[src/rtl/legv8_multicycle_sequencer.sv]
// legv8_multicycle_sequencer: multicycle LEGv8 control FSM with req/ready memory handshakes and timeout trapping.
// Optional SEQ_SINGLE_STEP_EN adds a step input that gates each instruction fetch.
module legv8_multicycle_sequencer #(
    parameter int MEM_TIMEOUT = 15,
    parameter int CNT_W       = 32
) (
    input  logic             clk,
    input  logic             reset_n,
`ifdef SEQ_SINGLE_STEP_EN
    input  logic             step,
`endif
    input  logic [5:0]       cls,
    input  logic             is_cbnz,
    input  logic             alu_zero,
    output logic             imem_req,
    input  logic             imem_ready,
    output logic             dmem_req,
    output logic             dmem_we,
    input  logic             dmem_ready,
    output logic             ir_write,
    output logic             pc_write,
    output logic             pc_src,
    output logic             reg_write,
    output logic             mem_to_reg,
    output logic [2:0]       state,
    output logic             trap,
    output logic [1:0]       trap_cause,
    output logic [CNT_W-1:0] retired
);
    typedef enum logic [2:0] {
        IDLE   = 3'd0,
        FETCH  = 3'd1,
        DECODE = 3'd2,
        EXEC   = 3'd3,
        MEM    = 3'd4,
        WB     = 3'd5,
        TRAP   = 3'd7
    } state_t;

    state_t           state_q, state_d;
    logic [5:0]       cls_q, cls_d;
    logic [7:0]       cnt_q, cnt_d;
    logic [1:0]       cause_q, cause_d;
    logic [CNT_W-1:0] ret_q, ret_d;
    logic             retire;
    logic             wait_low;
    logic             fetch_go;
    logic             legal;
    logic             taken;
    logic             timed_out;

`ifdef SEQ_SINGLE_STEP_EN
    logic issued_q, issued_d;
    // step only matters until the fetch request has gone out
    assign fetch_go = issued_q | step;
    assign issued_d = (state_q == FETCH) && (state_d == FETCH) && fetch_go;
    always_ff @(posedge clk or negedge reset_n) begin
        if (!reset_n) issued_q <= 1'b0;
        else          issued_q <= issued_d;
    end
`else
    assign fetch_go = 1'b1;
`endif

    assign legal     = (cls != 6'd0) && ((cls & (cls - 6'd1)) == 6'd0);
    assign taken     = alu_zero ^ is_cbnz;
    assign timed_out = cnt_q >= 8'(MEM_TIMEOUT);

    always_comb begin
        state_d    = state_q;
        cls_d      = cls_q;
        cause_d    = cause_q;
        retire     = 1'b0;
        wait_low   = 1'b0;
        imem_req   = 1'b0;
        dmem_req   = 1'b0;
        dmem_we    = 1'b0;
        ir_write   = 1'b0;
        pc_write   = 1'b0;
        pc_src     = 1'b0;
        reg_write  = 1'b0;
        mem_to_reg = 1'b0;
        case (state_q)
            IDLE: state_d = FETCH;
            FETCH: begin
                if (fetch_go) begin
                    imem_req = 1'b1;
                    if (imem_ready) begin
                        ir_write = 1'b1;
                        pc_write = 1'b1;
                        state_d  = DECODE;
                    end else if (timed_out) begin
                        state_d = TRAP;
                        cause_d = 2'd2;
                    end else begin
                        wait_low = 1'b1;
                    end
                end
            end
            DECODE: begin
                cls_d = cls;
                if (!legal) begin
                    state_d = TRAP;
                    cause_d = 2'd1;
                end else if (cls[5]) begin
                    pc_write = 1'b1;
                    pc_src   = 1'b1;
                    retire   = 1'b1;
                    state_d  = FETCH;
                end else begin
                    state_d = EXEC;
                end
            end
            EXEC: begin
                if (cls_q[4]) begin
                    pc_write = taken;
                    pc_src   = taken;
                    retire   = 1'b1;
                    state_d  = FETCH;
                end else begin
                    state_d = (cls_q[2] | cls_q[3]) ? MEM : WB;
                end
            end
            MEM: begin
                dmem_req = 1'b1;
                dmem_we  = cls_q[3];
                if (dmem_ready) begin
                    retire  = cls_q[3];
                    state_d = cls_q[3] ? FETCH : WB;
                end else if (timed_out) begin
                    state_d = TRAP;
                    cause_d = 2'd3;
                end else begin
                    wait_low = 1'b1;
                end
            end
            WB: begin
                reg_write  = 1'b1;
                mem_to_reg = cls_q[2];
                retire     = 1'b1;
                state_d    = FETCH;
            end
            TRAP:    state_d = TRAP;
            default: state_d = IDLE;
        endcase
        // every entry into FETCH or MEM is a state change, so this clears the counter there
        cnt_d = (state_d != state_q) ? 8'd0 : (wait_low ? cnt_q + 8'd1 : cnt_q);
        ret_d = ret_q + CNT_W'(retire);
    end

    always_ff @(posedge clk or negedge reset_n) begin
        if (!reset_n) begin
            state_q <= IDLE;
            cls_q   <= 6'd0;
            cnt_q   <= 8'd0;
            cause_q <= 2'd0;
            ret_q   <= '0;
        end else begin
            state_q <= state_d;
            cls_q   <= cls_d;
            cnt_q   <= cnt_d;
            cause_q <= cause_d;
            ret_q   <= ret_d;
        end
    end

    assign state      = state_q;
    assign trap       = (state_q == TRAP);
    assign trap_cause = cause_q;
    assign retired    = ret_q;
endmodule

[config.mk]
export PLATFORM = sky130hd
export DESIGN_NAME = legv8_multicycle_sequencer
export DESIGN_NICKNAME = d
export VERILOG_FILES = /design/src/rtl/legv8_multicycle_sequencer.sv
export SDC_FILE = /design/constraint.sdc
export NUM_CORES = 1
export LEC_CHECK = 0
export ABC_AREA = 1
export CAP_MARGIN = 30
export CORE_ASPECT_RATIO = 0.7
export CORE_MARGIN = 2
export CORE_UTILIZATION = 51
export CTS_CLUSTER_SIZE = 20
export DETAILED_ROUTE_END_ITERATION = 10
export PLACE_DENSITY = 0.81
export SLEW_MARGIN = 0
export SYNTH_ARGS = -nofsm -noshare
export SYNTH_HDL_FRONTEND = slang
export SYNTH_SLANG_ARGS = --single-unit
[constraint.sdc]
create_clock -name clk -period 3.15 [get_ports clk]
set_clock_uncertainty 0.05 [all_clocks]
set_input_delay 0.7875 -clock clk [delete_from_list [all_inputs] [get_ports clk]]
set_output_delay 0.7875 -clock clk [all_outputs]
set_load 0.005 [all_outputs]
==> results.yml, run 1 <==
critical_path:
  cp-end-kind: "primary output"
  ff2ff_setup_slack_ns: 0.52
  path_common_cell: "inv_1"
  cp-start-kind: "primary input"
  critPathTopFamily: "buffers and inverters"
  crit_fanout: 2
  reg2reg_depth: 15
  slowest_stage: "clkdlybuf4s50_1"
  cp_slowest_stage_delay_ns: 0.49
  rr_endpoint: "retired[30]$_DFF_PN0_"
  worstPathRequired_ns: 2.31
  crit_path_cell_trace: "clkdlybuf4s50_1, inv_1, nand4_1, nor2_1, inv_1, o21ai_2, or2_4, dlygate4sd2_1"
  cp_num_cells: 8
  worst_ep_arrival_time_ns: 2.14
  path_buf_inv: 4
  r2r-start: "state[0]$_DFF_PN0_"
  worst-setup-path-type: "in2out"
synthesis:
  syn_area_per_cell_um2: 8.456
  ys_types: 29
  ys_seq_area_frac: 0.4582
  synthMuxAreaShare: 0
  ys_async_sr_fraction: 1.000
  syn_nets: 325
  synth-xor-area-share: 0.1136
  synthFlopType: "dfrtp_1"
  netlist_area_um2: 2621
  synth_edf_count: 0
  yosys_warnings: 0
  synth_compound_area_frac: 0.03246
  synth_fa_ha_area_frac: 0.01432
  syn-instance-count: 310
  synth_top_family_by_area: "simple AND/OR/NAND/NOR gates"
  yosys_register_bits: 48
  synth-simple-area-share: 0.3122
clock_network:
  clk_latency_ns: 0.31
  clockBufferDepth: 2
  cts_root_buf: "clkbuf_8"
  ctsHtreeMaxLevel: 2
  cts_buffers: 5
  cts.clk_slew.worst_paths_ns: 0.10
  cts.sinks: 48
  cts_tree: "built"
  cts_hold_buf: 0
place:
  port_buffers: 57
  dp_hpwl_um: 5029
  place_congestion: 0.9017
layout:
  drive_gt1_frac: 0.1564
  register_area_um2: 1201
  finalNetCount: 404
  area_growth_pct: 33.70
  diodes: 0
  num-fill-cells: 364
  multi_input_area_um2: 1252
timing:
  tns_ns: 0
  timing.final.crit_share: 0.9465
  min_period_ns: 2.982
  fmax_mhz: 335.4
  relSlewSlack: 0.6969
  slew_viol_final: 0
  grt_setup_unrepaired: "false"
  tightestPinTransition_ns: 0.4505
  setup_viol: 0
  final_hold_viol_count: 0
grt:
  first_global_vias: 2259
  overflow: 0
  grt_use_total: 0.2402
  grt_max_degree: 29
  antenna_found_initial: 0
  grt_pass1_wl_um: 10490
drt:
  drt_first_pass_iters: 4
  drc: 0
  vias: 2311
  viasPerCell: 5.035
  ant_nets: 0
  routed_wl_um: 6323
  initialDrtViolationCount: 129
  wire_per_inst_um: 13.78
floorplanning:
  start_util: 0.5393
  core_area_um2: 4861
  ios: 58
  die_h_um: 63.98
  die_area_um2: 5738
  die_w_um: 89.69
  num_rows: 21
run:
  cap_violations: 0
pwr:
  power_density_nw_per_um2: 319.3
  peakVddDrop_v: 0.0002768
  total_power_mw: 1.119
  p_leak_nw: 1.744
hold_path:
  min_path_type: "in2async"
run_status:
  status: "complete, no violations"
==> sequential cells by signal, summed over array words and instances, names as in the netlist <==
name / cells
state: 3
cnt_q: 8
retired: 32
cls_q: 3
trap_cause: 2
==> report_power, final <==
part           total, mW  switching [mW]  leakage (nW)  internal [mW]
combinational     0.0415          0.0248          1.10         0.0167
clock              0.462           0.223        0.0583          0.239
sequential         0.616               0         0.587          0.616
==> through the flow <==
stage | area (µm²) | worst slack (ns) | utilization | hold WS [ns] | std cells
CTS | 3500 | 0.1058 | 0.7199 | 0.3699 | 459
global route | 3505 | 0.07976 | 0.7210 | 0.3806 | 459
global placement | 3371 | -0.1477 | 0.6934 | 0.4125 | 450
floorplan | 2621 | 0.5004 | - | 0.4030 | 310
detailed placement | 3371 | -0.2550 | 0.6934 | 0.4207 | 450
finish | 3505 | 0.1684 | 0.7210 | 0.3591 | 459
==> synthesized netlist by cell type, types with 4 or more instances <==
master	n	area, µm²
nor2_1	37	138.9
nand2_2	6	37.54
inv_2	4	15.01
nand4_1	8	50.05
inv_1	35	131.4
dfrtp_1	48	1201
nor2_2	5	31.28
nor2_4	5	56.30
xor2_1	24	210.2
nor4_1	4	25.02
nor3_1	12	60.06
o21ai_0	6	30.03
nand3_2	4	40.04
nand3_1	18	90.09
nand2_1	65	244.0
xnor2_1	10	87.58
==> timing repair <==
item	4_1_cts	5_1_grt
pin swaps	4	0
endpoints found under the setup margin	2	1
resized for setup	10	2
buffers inserted	1	0
==> final cells by class <==
cell class / count / area share
well taps: 69 / 0.02463
repair buffers: 75 / 0.1989
clock buffers: 5 / 0.01964
multi-input cells: 219 / 0.3574
clock inverters: 3 / 0.01357
inverters: 40 / 0.04320
flip-flops and latches: 48 / 0.3427
==> per-layer routing <==
| layer | wire [µm] | vias to the layer above | global-route usage |
|---|---|---|---|
| li1 | - | 1146 | - |
| met1 | 3042 | 1082 | 0.3604 |
| met2 | 2794 | 72 | 0.3373 |
| met3 | 400 | 11 | 0.06848 |
| met4 | 86 | 0 | 0.06716 |
| met5 | 0 | - | 0 |
==> cells by family after synthesis <==
group / count (synthesis)
DFF: 48
buffers and inverters: 43
xor gates and xnor gates: 34
adders and majority gates: 3
AOI/OAI and AO/OA: 14
and+or+nand+nor: 168
==> worst max path at each step <==
stage / from / slack (ns) / end
after floorplan: cls[0] / 0.50 / retired[30]$_DFF_PN0_
after global placement: cls[2] / -0.15 / pc_write
after detailed placement: cls[3] / -0.26 / pc_write
after CTS: cls[1] / 0.11 / pc_src
after global routing: cls[4] / 0.08 / pc_write
final: cls[4] / 0.17 / pc_write
==> cell usage in the layout (no fill, tap or decap), types with 2 or more instances in the layout <==
master and instances:
nand2_1 65, clkdlybuf4s50_1 50, dfrtp_1 48, inv_1 35, nor2_1 34, xor2_1 24, nand3_1 18, buf_4 18
nor3_1 12, xnor2_1 10, nand4_1 8, nor2_2 8, nand2_2 6, nor2_4 5, o21ai_0 5, clkbuf_8 5
dlygate4sd2_1 5, nor4_1 4, nand3_2 4, inv_2 4, a21oi_1 3, ha_1 3, nand2_4 2, o21ai_2 2
clkinv_4 2
Note: power is estimated with default switching activity, not from simulation.
==> run 2: changes to the inputs <==
--- a/config.mk
+++ b/config.mk
@@ -12,6 +12,7 @@
 export CORE_UTILIZATION = 51
 export CTS_CLUSTER_SIZE = 20
 export DETAILED_ROUTE_END_ITERATION = 10
+export GPL_TIMING_DRIVEN = 0
 export PLACE_DENSITY = 0.81
 export SLEW_MARGIN = 0
 export SYNTH_ARGS = -nofsm -noshare
==> constraint.sdc (replaced) <==
create_clock -name clk -period 3.15 [get_ports clk]
set_clock_uncertainty 0.05 [all_clocks]
set_input_delay 0.315 -clock clk [delete_from_list [all_inputs] [get_ports clk]]
set_output_delay 0.315 -clock clk [all_outputs]
set_load 0.005 [all_outputs]
==> results.yml, run 2 (synthesized netlist as in run 1, its figures left out) <==
layout:
  largest_register_ffs: 32
  drive_gt1_frac: 0.1117
  fin_cells: 445
  area_growth_pct: 30.93
  finalNetCount: 391
  diodes: 0
  postLayoutCoreUtil: 0.7060
  num-fill-cells: 389
  layout_commonest_cell: "nand2_1"
  final_cell_mix: "nand2_1 (65), clkdlybuf4s50_1 (56), dfrtp_1 (48)"
floorplanning:
  start_util: 0.5393
  core_area_um2: 4861
  ios: 58
  num_rows: 21
  die_w_um: 89.69
  die_area_um2: 5738
  die_h_um: 63.98
run_status:
  status: "complete, no violations"
critical_path:
  rr_endpoint: "retired[30]$_DFF_PN0_"
  crit_fanout: 4
  cp_slowest_stage_delay_ns: 0.43
  r2r-start: "state[0]$_DFF_PN0_"
  worst_ep_arrival_time_ns: 2.84
  ff2ff_setup_slack_ns: 0.49
  crit_path_cell_trace: "clkdlybuf4s50_1, nor2_1, nand2_1, nand2_1, nand4_1, nor2_1, inv_1, o2111ai_1, ha_1, ha_1, nand3_2, inv_2, nand2_4, nor2_4, nand2_4, nor2_4, nand3_1, xor2_1"
  slowest_stage: "clkdlybuf4s50_1"
  worstPathRequired_ns: 3.30
  cp-start-kind: "primary input"
  cp-end-kind: "flip-flop"
  worst-setup-path-type: "in2reg"
  reg2reg_depth: 16
clock_network:
  cts_tree: "built"
  clockBufferDepth: 2
  clk_latency_ns: 0.30
  cts_buffers: 5
  ctsHtreeMaxLevel: 2
  cts_root_buf: "clkbuf_8"
  cts.sinks: 48
  cts.clk_slew.worst_paths_ns: 0.09
place:
  port_buffers: 57
  dp_hpwl_um: 4675
  place_congestion: 0.9391
  dpl.cell_count: 437
pwr:
  peakVddDrop_v: 0.0002865
  total_power_mw: 1.170
  p_leak_nw: 1.659
  power_density_nw_per_um2: 340.8
hold_path:
  hold_depth: 1
  whs_endpoint: "retired[31]$_DFF_PN0_"
  min_path_type: "reg2reg"
  min_from: "retired[31]$_DFF_PN0_"
timing:
  final_hold_viol_count: 0
  tightestPinTransition_ns: 0.4852
  fmax_mhz: 371.3
  grt_setup_unrepaired: "false"
  setup_viol: 0
  min_period_ns: 2.693
  relSlewSlack: 0.6765
  holdWs_ns: 0.4316
  slew_viol_final: 0
  tns_ns: 0
  timing.final.crit_share: 0.8550
grt:
  grt_use_total: 0.2272
  antenna_found_initial: 0
  overflow: 0
  first_global_vias: 2150
  grt_pass1_wl_um: 10070
  grt_max_degree: 29
drt:
  routed_wl_um: 5964
  ant_nets: 0
  wire_per_inst_um: 13.40
  initialDrtViolationCount: 239
  vias: 2214
  drt_first_pass_iters: 5
  drc: 0
  viasPerCell: 4.975
run:
  cap_violations: 0
==> run 2: cell types whose count changed in the layout (fill, tap and decap cells not counted), moves of 2 or more <==
cell	delta
clkdlybuf4s50_1	+6
buf_4	-17
dlygate4sd2_1	-5
buf_6	+2
nor2_1	+3
clkinv_4	-2
nor2_2	-3
==> run 2: where the power goes <==
group / switching (mW) / total, mW / leakage [nW] / internal (mW)
logic: 0.0231 / 0.0419 / 1.01 / 0.0187
clock network: 0.200 / 0.512 / 0.0642 / 0.312
registers: 0 / 0.616 / 0.587 / 0.616
==> run 2: worst max-delay path by stage <==
stage	from	end	slack, ns	cells past startpoint
2_1_floorplan	state[0]$_DFF_PN0_	retired[30]$_DFF_PN0_	0.83	16
3_3_place_gp	cls[2]	retired[30]$_DFF_PN0_	0.25	18
3_5_place_dp	cls[3]	retired[30]$_DFF_PN0_	0.15	18
4_1_cts	cls[3]	retired[30]$_DFF_PN0_	0.47	18
5_1_grt	cls[0]	retired[30]$_DFF_PN0_	0.22	18
6_report	cls[3]	retired[30]$_DFF_PN0_	0.46	18
==> run 2: final cells by class <==
type / count / area (µm²) / area share
Multi-Input combinational cell: 219 / 1239 / 0.3609
Sequential cell: 48 / 1201 / 0.3500
Timing Repair Buffer: 59 / 595.6 / 0.1735
Inverter: 40 / 151.4 / 0.04411
Tap cell: 69 / 86.33 / 0.02515
Clock buffer: 5 / 68.82 / 0.02005
Clock inverter: 2 / 60.06 / 0.01750
Buffer: 3 / 30.03 / 0.008750
==> run 2: critical path, delay by kind of cell <==
kind / cells / cell delay [ns]
AOI/OAI and AO/OA: 1 / 0.11
adders and majority gates: 2 / 0.41
buffers and inverters: 3 / 0.59
and+or+nand+nor: 11 / 1.24
xor gates and xnor gates: 1 / 0.16
==> run 2: repair_timing <==
item / in CTS / in global routing
buffers inserted: 0 / 0
hold buffers: 1 / 0
hold endpoints to repair: 20 / 0
resized for setup: 0 / 0
setup endpoints to repair: 0 / 0
==> run 2: metrics by stage <==
stage	cell area, µm²	setup WS [ns]
2_1_floorplan	2621	0.8250
3_3_place_gp	3278	0.2514
3_5_place_dp	3293	0.1502
4_1_cts	3432	0.4712
5_1_grt	3432	0.2193
6_report	3432	0.4568
==> run 2: metal layers <==
layer / vias to the layer above / wire length (µm) / global-route usage
met2: 69 / 2548 / 0.3189
met3: 4 / 359 / 0.05943
met5: - / 0 / 0
met4: 0 / 42 / 0.05037
li1: 1114 / - / -
met1: 1027 / 3012 / 0.3507
